`config.mk`:
```
export PLATFORM = sky130hd
export DESIGN_NAME = bnn_layer_seq
export DESIGN_NICKNAME = d
export VERILOG_FILES = /design/src/rtl/bnn_layer_seq.sv
export SDC_FILE = /design/constraint.sdc
export NUM_CORES = 1
export LEC_CHECK = 0
export ABC_AREA = 0
export BUFFER_PORTS_ARGS = -buffer_cell sky130_fd_sc_hd__buf_2
export CAP_MARGIN = 20
export CORE_MARGIN = 5
export CORE_UTILIZATION = 45
export CTS_CLUSTER_DIAMETER = 120
export DETAILED_ROUTE_END_ITERATION = 12
export MAX_ROUTING_LAYER = met4
export PLACE_DENSITY = 0.61
export SLEW_MARGIN = 15
export SYNTH_ARGS = -nofsm -noshare
export SYNTH_HDL_FRONTEND = slang
export SYNTH_SLANG_ARGS = --single-unit
```
`constraint.sdc`:
```
create_clock -name clk -period 4.9 [get_ports clk]
set_clock_uncertainty 0.05 [all_clocks]
set_input_delay 0.245 -clock clk [delete_from_list [all_inputs] [get_ports clk]]
set_output_delay 0.245 -clock clk [all_outputs]
set_load 0.02 [all_outputs]
```
`src/rtl/bnn_layer_seq.sv`:
```
// Sequential binarised neural-network layer: XNOR-popcount accumulation over BEATS input
// beats, runtime-programmable weights and thresholds, and a valid/ready result port.
module bnn_layer_seq #(
    parameter int IN_W = 8,
    parameter int BEATS = 4,
    parameter int NEURONS = 4,
    parameter logic [IN_W-1:0] DEF_W = 8'hF3,
    parameter int DEF_THR = 20,
    localparam int CNT_W = $clog2(IN_W * BEATS + 1),
    localparam int NI_W = (NEURONS > 1) ? $clog2(NEURONS) : 1,
    localparam int BI_W = $clog2(BEATS + 1)
) (
    input  logic                     clk,
    input  logic                     rst,
    input  logic                     cfg_we,
    input  logic [NI_W-1:0]          cfg_neuron,
    input  logic [BI_W-1:0]          cfg_beat,
    input  logic [IN_W-1:0]          cfg_data,
    input  logic                     in_valid,
    input  logic [IN_W-1:0]          in_data,
    output logic                     in_ready,
    output logic                     out_valid,
    input  logic                     out_ready,
    output logic [NEURONS-1:0]       out_class,
    output logic [NEURONS*CNT_W-1:0] out_scores,
    output logic                     busy,
    output logic                     dbg_state
);

    // Valid/ready: a beat moves on any edge where in_valid & in_ready are both high; a result
    // moves on any edge where out_valid & out_ready are both high. Neither valid waits on ready.
    typedef enum logic {ACCUM = 1'b0, HOLD = 1'b1} state_t;

    state_t                     state_q, state_d;
    logic [BI_W-1:0]            k_q, k_d;
    logic [CNT_W-1:0]           acc_q [NEURONS];
    logic [CNT_W-1:0]           acc_d [NEURONS];
    logic [IN_W-1:0]            w_q [NEURONS][BEATS];
    logic [IN_W-1:0]            w_d [NEURONS][BEATS];
    logic [CNT_W-1:0]           thr_q [NEURONS];
    logic [CNT_W-1:0]           thr_d [NEURONS];
    logic                       out_valid_q, out_valid_d;
    logic [NEURONS-1:0]         out_class_q, out_class_d;
    logic [NEURONS*CNT_W-1:0]   out_scores_q, out_scores_d;

    logic [IN_W-1:0]            sel_w [NEURONS];
    logic [CNT_W-1:0]           sum [NEURONS];
    logic                       accept;
    logic                       last_beat;

    function automatic logic [CNT_W-1:0] popcnt(input logic [IN_W-1:0] v);
        logic [CNT_W-1:0] c;
        c = '0;
        for (int i = 0; i < IN_W; i++) begin
            c = c + CNT_W'(v[i]);
        end
        return c;
    endfunction

    assign in_ready   = (state_q == ACCUM) && !cfg_we;
    assign accept     = in_valid && in_ready;
    assign last_beat  = (k_q == BI_W'(BEATS - 1));
    assign out_valid  = out_valid_q;
    assign out_class  = out_class_q;
    assign out_scores = out_scores_q;
    assign busy       = (k_q != '0);
    assign dbg_state  = (state_q == HOLD);

    // Running score including the beat currently on in_data, per neuron.
    always_comb begin
        for (int n = 0; n < NEURONS; n++) begin
            sel_w[n] = '0;
            for (int b = 0; b < BEATS; b++) begin
                if (k_q == BI_W'(b)) sel_w[n] = w_q[n][b];
            end
            sum[n] = acc_q[n] + popcnt(~(in_data ^ sel_w[n]));
        end
    end

    always_comb begin
        state_d      = state_q;
        k_d          = k_q;
        acc_d        = acc_q;
        w_d          = w_q;
        thr_d        = thr_q;
        out_valid_d  = out_valid_q;
        out_class_d  = out_class_q;
        out_scores_d = out_scores_q;

        case (state_q)
            ACCUM: begin
                if (accept) begin
                    if (last_beat) begin
                        for (int n = 0; n < NEURONS; n++) begin
                            out_scores_d[n*CNT_W +: CNT_W] = sum[n];
                            out_class_d[n] = (sum[n] >= thr_q[n]);
                            acc_d[n] = '0;
                        end
                        k_d         = '0;
                        out_valid_d = 1'b1;
                        state_d     = HOLD;
                    end else begin
                        acc_d = sum;
                        k_d   = k_q + BI_W'(1);
                    end
                end
            end
            HOLD: begin
                if (out_valid_q && out_ready) begin
                    out_valid_d = 1'b0;
                    state_d     = ACCUM;
                end
            end
            default: state_d = ACCUM;
        endcase

        // Addresses that match no loop index are out of range and simply fall through.
        if (cfg_we) begin
            for (int n = 0; n < NEURONS; n++) begin
                if (cfg_neuron == NI_W'(n)) begin
                    for (int b = 0; b < BEATS; b++) begin
                        if (cfg_beat == BI_W'(b)) w_d[n][b] = cfg_data;
                    end
                    if (cfg_beat == BI_W'(BEATS)) thr_d[n] = cfg_data[CNT_W-1:0];
                end
            end
        end
    end

    always_ff @(posedge clk) begin
        if (rst) begin
            state_q      <= ACCUM;
            k_q          <= '0;
            out_valid_q  <= 1'b0;
            out_class_q  <= '0;
            out_scores_q <= '0;
            for (int n = 0; n < NEURONS; n++) begin
                acc_q[n] <= '0;
                thr_q[n] <= CNT_W'(DEF_THR);
                for (int b = 0; b < BEATS; b++) begin
                    w_q[n][b] <= DEF_W;
                end
            end
        end else begin
            state_q      <= state_d;
            k_q          <= k_d;
            acc_q        <= acc_d;
            w_q          <= w_d;
            thr_q        <= thr_d;
            out_valid_q  <= out_valid_d;
            out_class_q  <= out_class_d;
            out_scores_q <= out_scores_d;
        end
    end

endmodule

```
==> flow_metrics.tcl <==
set metrics [dict create \
    syn_to_final_growth_pct 18.95 \
    syn_inst 1332 \
    wl_mm 31.24 \
    start_util 0.4543 \
    clk_path_buf_depth 3 \
    tritoncts "done" \
    ant_nets 0 \
    swShare 0.3536 \
    relSlewSlack 0.2909 \
    die-area_sq_mm 0.02763 \
    vias 9589 \
    syn_nets 1430 \
    place_ws_ns -0.2377 \
    power.density_mw_per_mm2 479.6 \
    firstDrtPassIters 6 \
    fin_crit_sh 1.034 \
    htree_levels 1 \
    power.leakage_nw 5.458 \
    wl_per_cell_um 18.05 \
    die_h_um 166.2 \
    slew_violations 0 \
    worst_ep_required_time_ns 5.27 \
    yosysUniqueCellTypes 48 \
    async_flop_share 0 \
    hpwl_mm 20.58 \
    cts_made_buffers 24 \
    port_buffers 57 \
    synth_top_area_share 0.3810 \
    slowest_delay_ns 0.52 \
    setup_ws_ns -0.1669 \
    cap_violations 0 \
    drc 0 \
    grtUsageTotal 0.2221 \
    crit_buf_inv 7 \
    slowest_stage "fa_1" \
    crit_path_end_kind "flip-flop" \
    synth_area_sq_mm 0.01098 \
    period_needed_ns 5.067 \
    max_freq_mhz 197.4 \
    clkSinkCount 209 \
    nets 1492 \
    n_fill_cell 2295 \
    arrival_ns 5.44 \
    grt_overflow 0 \
    grt_max_degree 148 \
    worstSetupStartpointType "flip-flop" \
    core_sq_mm 0.02418 \
    grt_pass1_vias 8965 \
    ir_drop_mv 0.2620 \
    synth_edf_count 0 \
    fp.dieW_um 166.2 \
    cts_root_buf "clkbuf_16" \
    path_clk_slew_ns 0.06 \
    io_pins 58 \
    synth_ff_type "dfxtp_1" \
    hold_viol_final 0 \
    setup_viol 4 \
    synth_seq_cells 209 \
    layout-drive-gt1-share 0.1756 \
    synthTopCellsByArea "dfxtp_1 (38%), nand2_1 (8.0%), ha_1 (5.9%), nand3b_1 (4.9%), nand3_1 (4.1%)" \
    grt_pass1_wl_mm 49.25 \
    multi_input_area_sq_mm 0.006518 \
    gp_congestion 0.8379 \
    crit_type "flip-flop to flip-flop" \
    yosysSeqAreaShare 0.3810 \
    rsz0062_at_grt "true" \
    switching_power_mw 2.215 \
    pwr-share-comb 0.442 \
    outcome "finished with violations" \
    viasPerCell 5.540 \
    yosys.area.top_type "dfxtp_1" \
    synth.avg_cell_area_sq_um 8.246 \
    min_path_type "input pin to flip-flop" \
    path_cells "inv_4, ha_4, nor3b_4, buf_12, buf_8, buf_4, buf_4, a221oi_1, o31ai_1, xor2_1, fa_1, inv_1, fa_1, fa_2, inv_1, fa_2, nor2b_1, o21ai_1, and2_4, xnor2_1, ha_1, o2111ai_1, a311oi_1" \
    regArea_sq_mm 0.004190 \
    tightest_slew_ns 1.064 \
    seqPwrFrac 0.290 \
    clk_latency_ns 0.52 \
    p_clk_frac 0.267 \
    antenna_found_initial 0 \
    yosysWarnings 0 \
    n_antenna_cell 0 \
    p_int_mw 4.050 \
    tns_ns -0.3731 \
    drt-initial-drc-count 859 \
    path_delay_family "adder cells" \
    num_rows 57 \
    crit_fanout 5 \
    violations "setup timing" \
]
## per-layer routing
layer	GRT usage	vias to the layer above	part of all wire
li1	-	4721	-
met1	0.2976	4639	0.46
met2	0.3668	191	0.48
met3	0.02666	38	0.045
met4	0.04376	0	0.017
met5	-	-	0
## sequential cells by signal (all words and copies together), names as in the netlist
| name | flops |
|---|---|
| out_scores | 24 |
| out_class | 4 |
| acc_q | 24 |
| thr_q | 24 |
| w_q | 128 |
| dbg_state | 1 |
| k_q | 3 |
| out_valid | 1 |
## kinds of logic (layout without fill, tap and decap cells)
family / after synthesis / in the layout / synth area share
muxes: 20 / 20 / 0.01823
and+or+nand+nor: 589 / 589 / 0.2629
adders and majority gates: 72 / 72 / 0.09569
DFF: 209 / 209 / 0.3810
buffers and inverters: 165 / 240 / 0.05992
AOI/OAI and AO/OA: 233 / 233 / 0.1472
xor gates and xnor gates: 44 / 44 / 0.03509
## stage by stage
stage	std cells	hold WS (ns)	area, sq um	util	power, mW
finish	1731	0.04674	13060	0.5403	6.265
global route	1731	0.03871	13060	0.5403	6.703
CTS	1731	0.03834	12880	0.5327	6.131
detailed placement	1680	0.3951	11930	0.4936	4.360
global placement	1680	0.3908	11930	0.4936	4.309
floorplan	1332	0.3129	11030	-	3.450
## cells in the mapped netlist (all sizes together) (5+ instances only)
master  count
nand2     235
dfxtp     209
nor2      108
nand3      91
a21oi      73
nand3b     72
clkbuf     69
inv        60
ha         52
buf        36
a211o      32
a221oi     32
o31ai      32
xnor2      32
o21ai      24
nor2b      23
fa         20
mux2i      20
nor3       13
or4        12
xor2       12
a211oi      8
nand2b      8
nor3b       8
o221ai      8
and2        5
or3         5
## final timing paths
kind / from / endpoint / slack, ns / depth (start not counted)
worst max-delay path: k_q[0] / out_class[1] / -0.17 / 23
worst min-delay path: cfg_data[4] / w_q[36] / 0.05 / 2
worst max register to register: k_q[0] / out_class[1] / -0.17 / 23
worst min register to register: out_scores[12] / out_scores[12] / 0.40 / 2
## timing repair
action / in CTS / in global routing
pin swaps: 45 / 21
endpoints found under the hold margin: 2 / 0
hold buffers: 1 / 0
endpoints found under the setup margin: 5 / 13
gates resized for setup: 33 / 39
buffers inserted: 11 / 1
## layout by cell type, fill, tap and decap left out, drive strengths merged, types with 24 or more instances in the layout
cell    netlist  routed
a211o        32      32
dfxtp       209     209
inv          60      60
o31ai        32      32
ha           52      52
o21ai        24      24
clkbuf       69      37
nand2       235     235
a21oi        73      73
nand3b       72      72
nor2        108     108
a221oi       32      32
xnor2        32      32
nand3        91      91
buf          36     140
## worst register-to-register path, stage by stage, from the launching register on
cell and delay [ns]:
dfxtp_4 0.38, inv_4 0.05, ha_4 0.15, nor3b_4 0.15, buf_12 0.15, buf_8 0.13, buf_4 0.13, buf_4 0.14
a221oi_1 0.48, o31ai_1 0.16, xor2_1 0.18, fa_1 0.52, inv_1 0.05, fa_1 0.52, fa_2 0.20, inv_1 0.06
fa_2 0.35, nor2b_1 0.12, o21ai_1 0.09, and2_4 0.16, xnor2_1 0.12, ha_1 0.28, o2111ai_1 0.10, a311oi_1 0.26
## power groups by stage
stage / combinational [mW] / clock [mW] / sequential, mW
6_report: 2.77 / 1.67 / 1.82
5_1_grt: 3.09 / 1.79 / 1.83
4_1_cts: 2.60 / 1.71 / 1.82
3_5_place_dp: 2.51 / 0 / 1.85
3_3_place_gp: 2.46 / 0 / 1.85
2_1_floorplan: 1.61 / 0 / 1.84
## cell type report
cell class | count | share of cell area
Clock inverter | 2 | 0.0007662
Clock buffer | 37 | 0.05440
Tap cell | 324 | 0.03103
Timing Repair Buffer | 141 | 0.07672
Multi-Input combinational cell | 958 | 0.4989
Inverter | 60 | 0.01743
Sequential cell | 209 | 0.3208
Note: power is estimated with default switching activity, not from simulation.
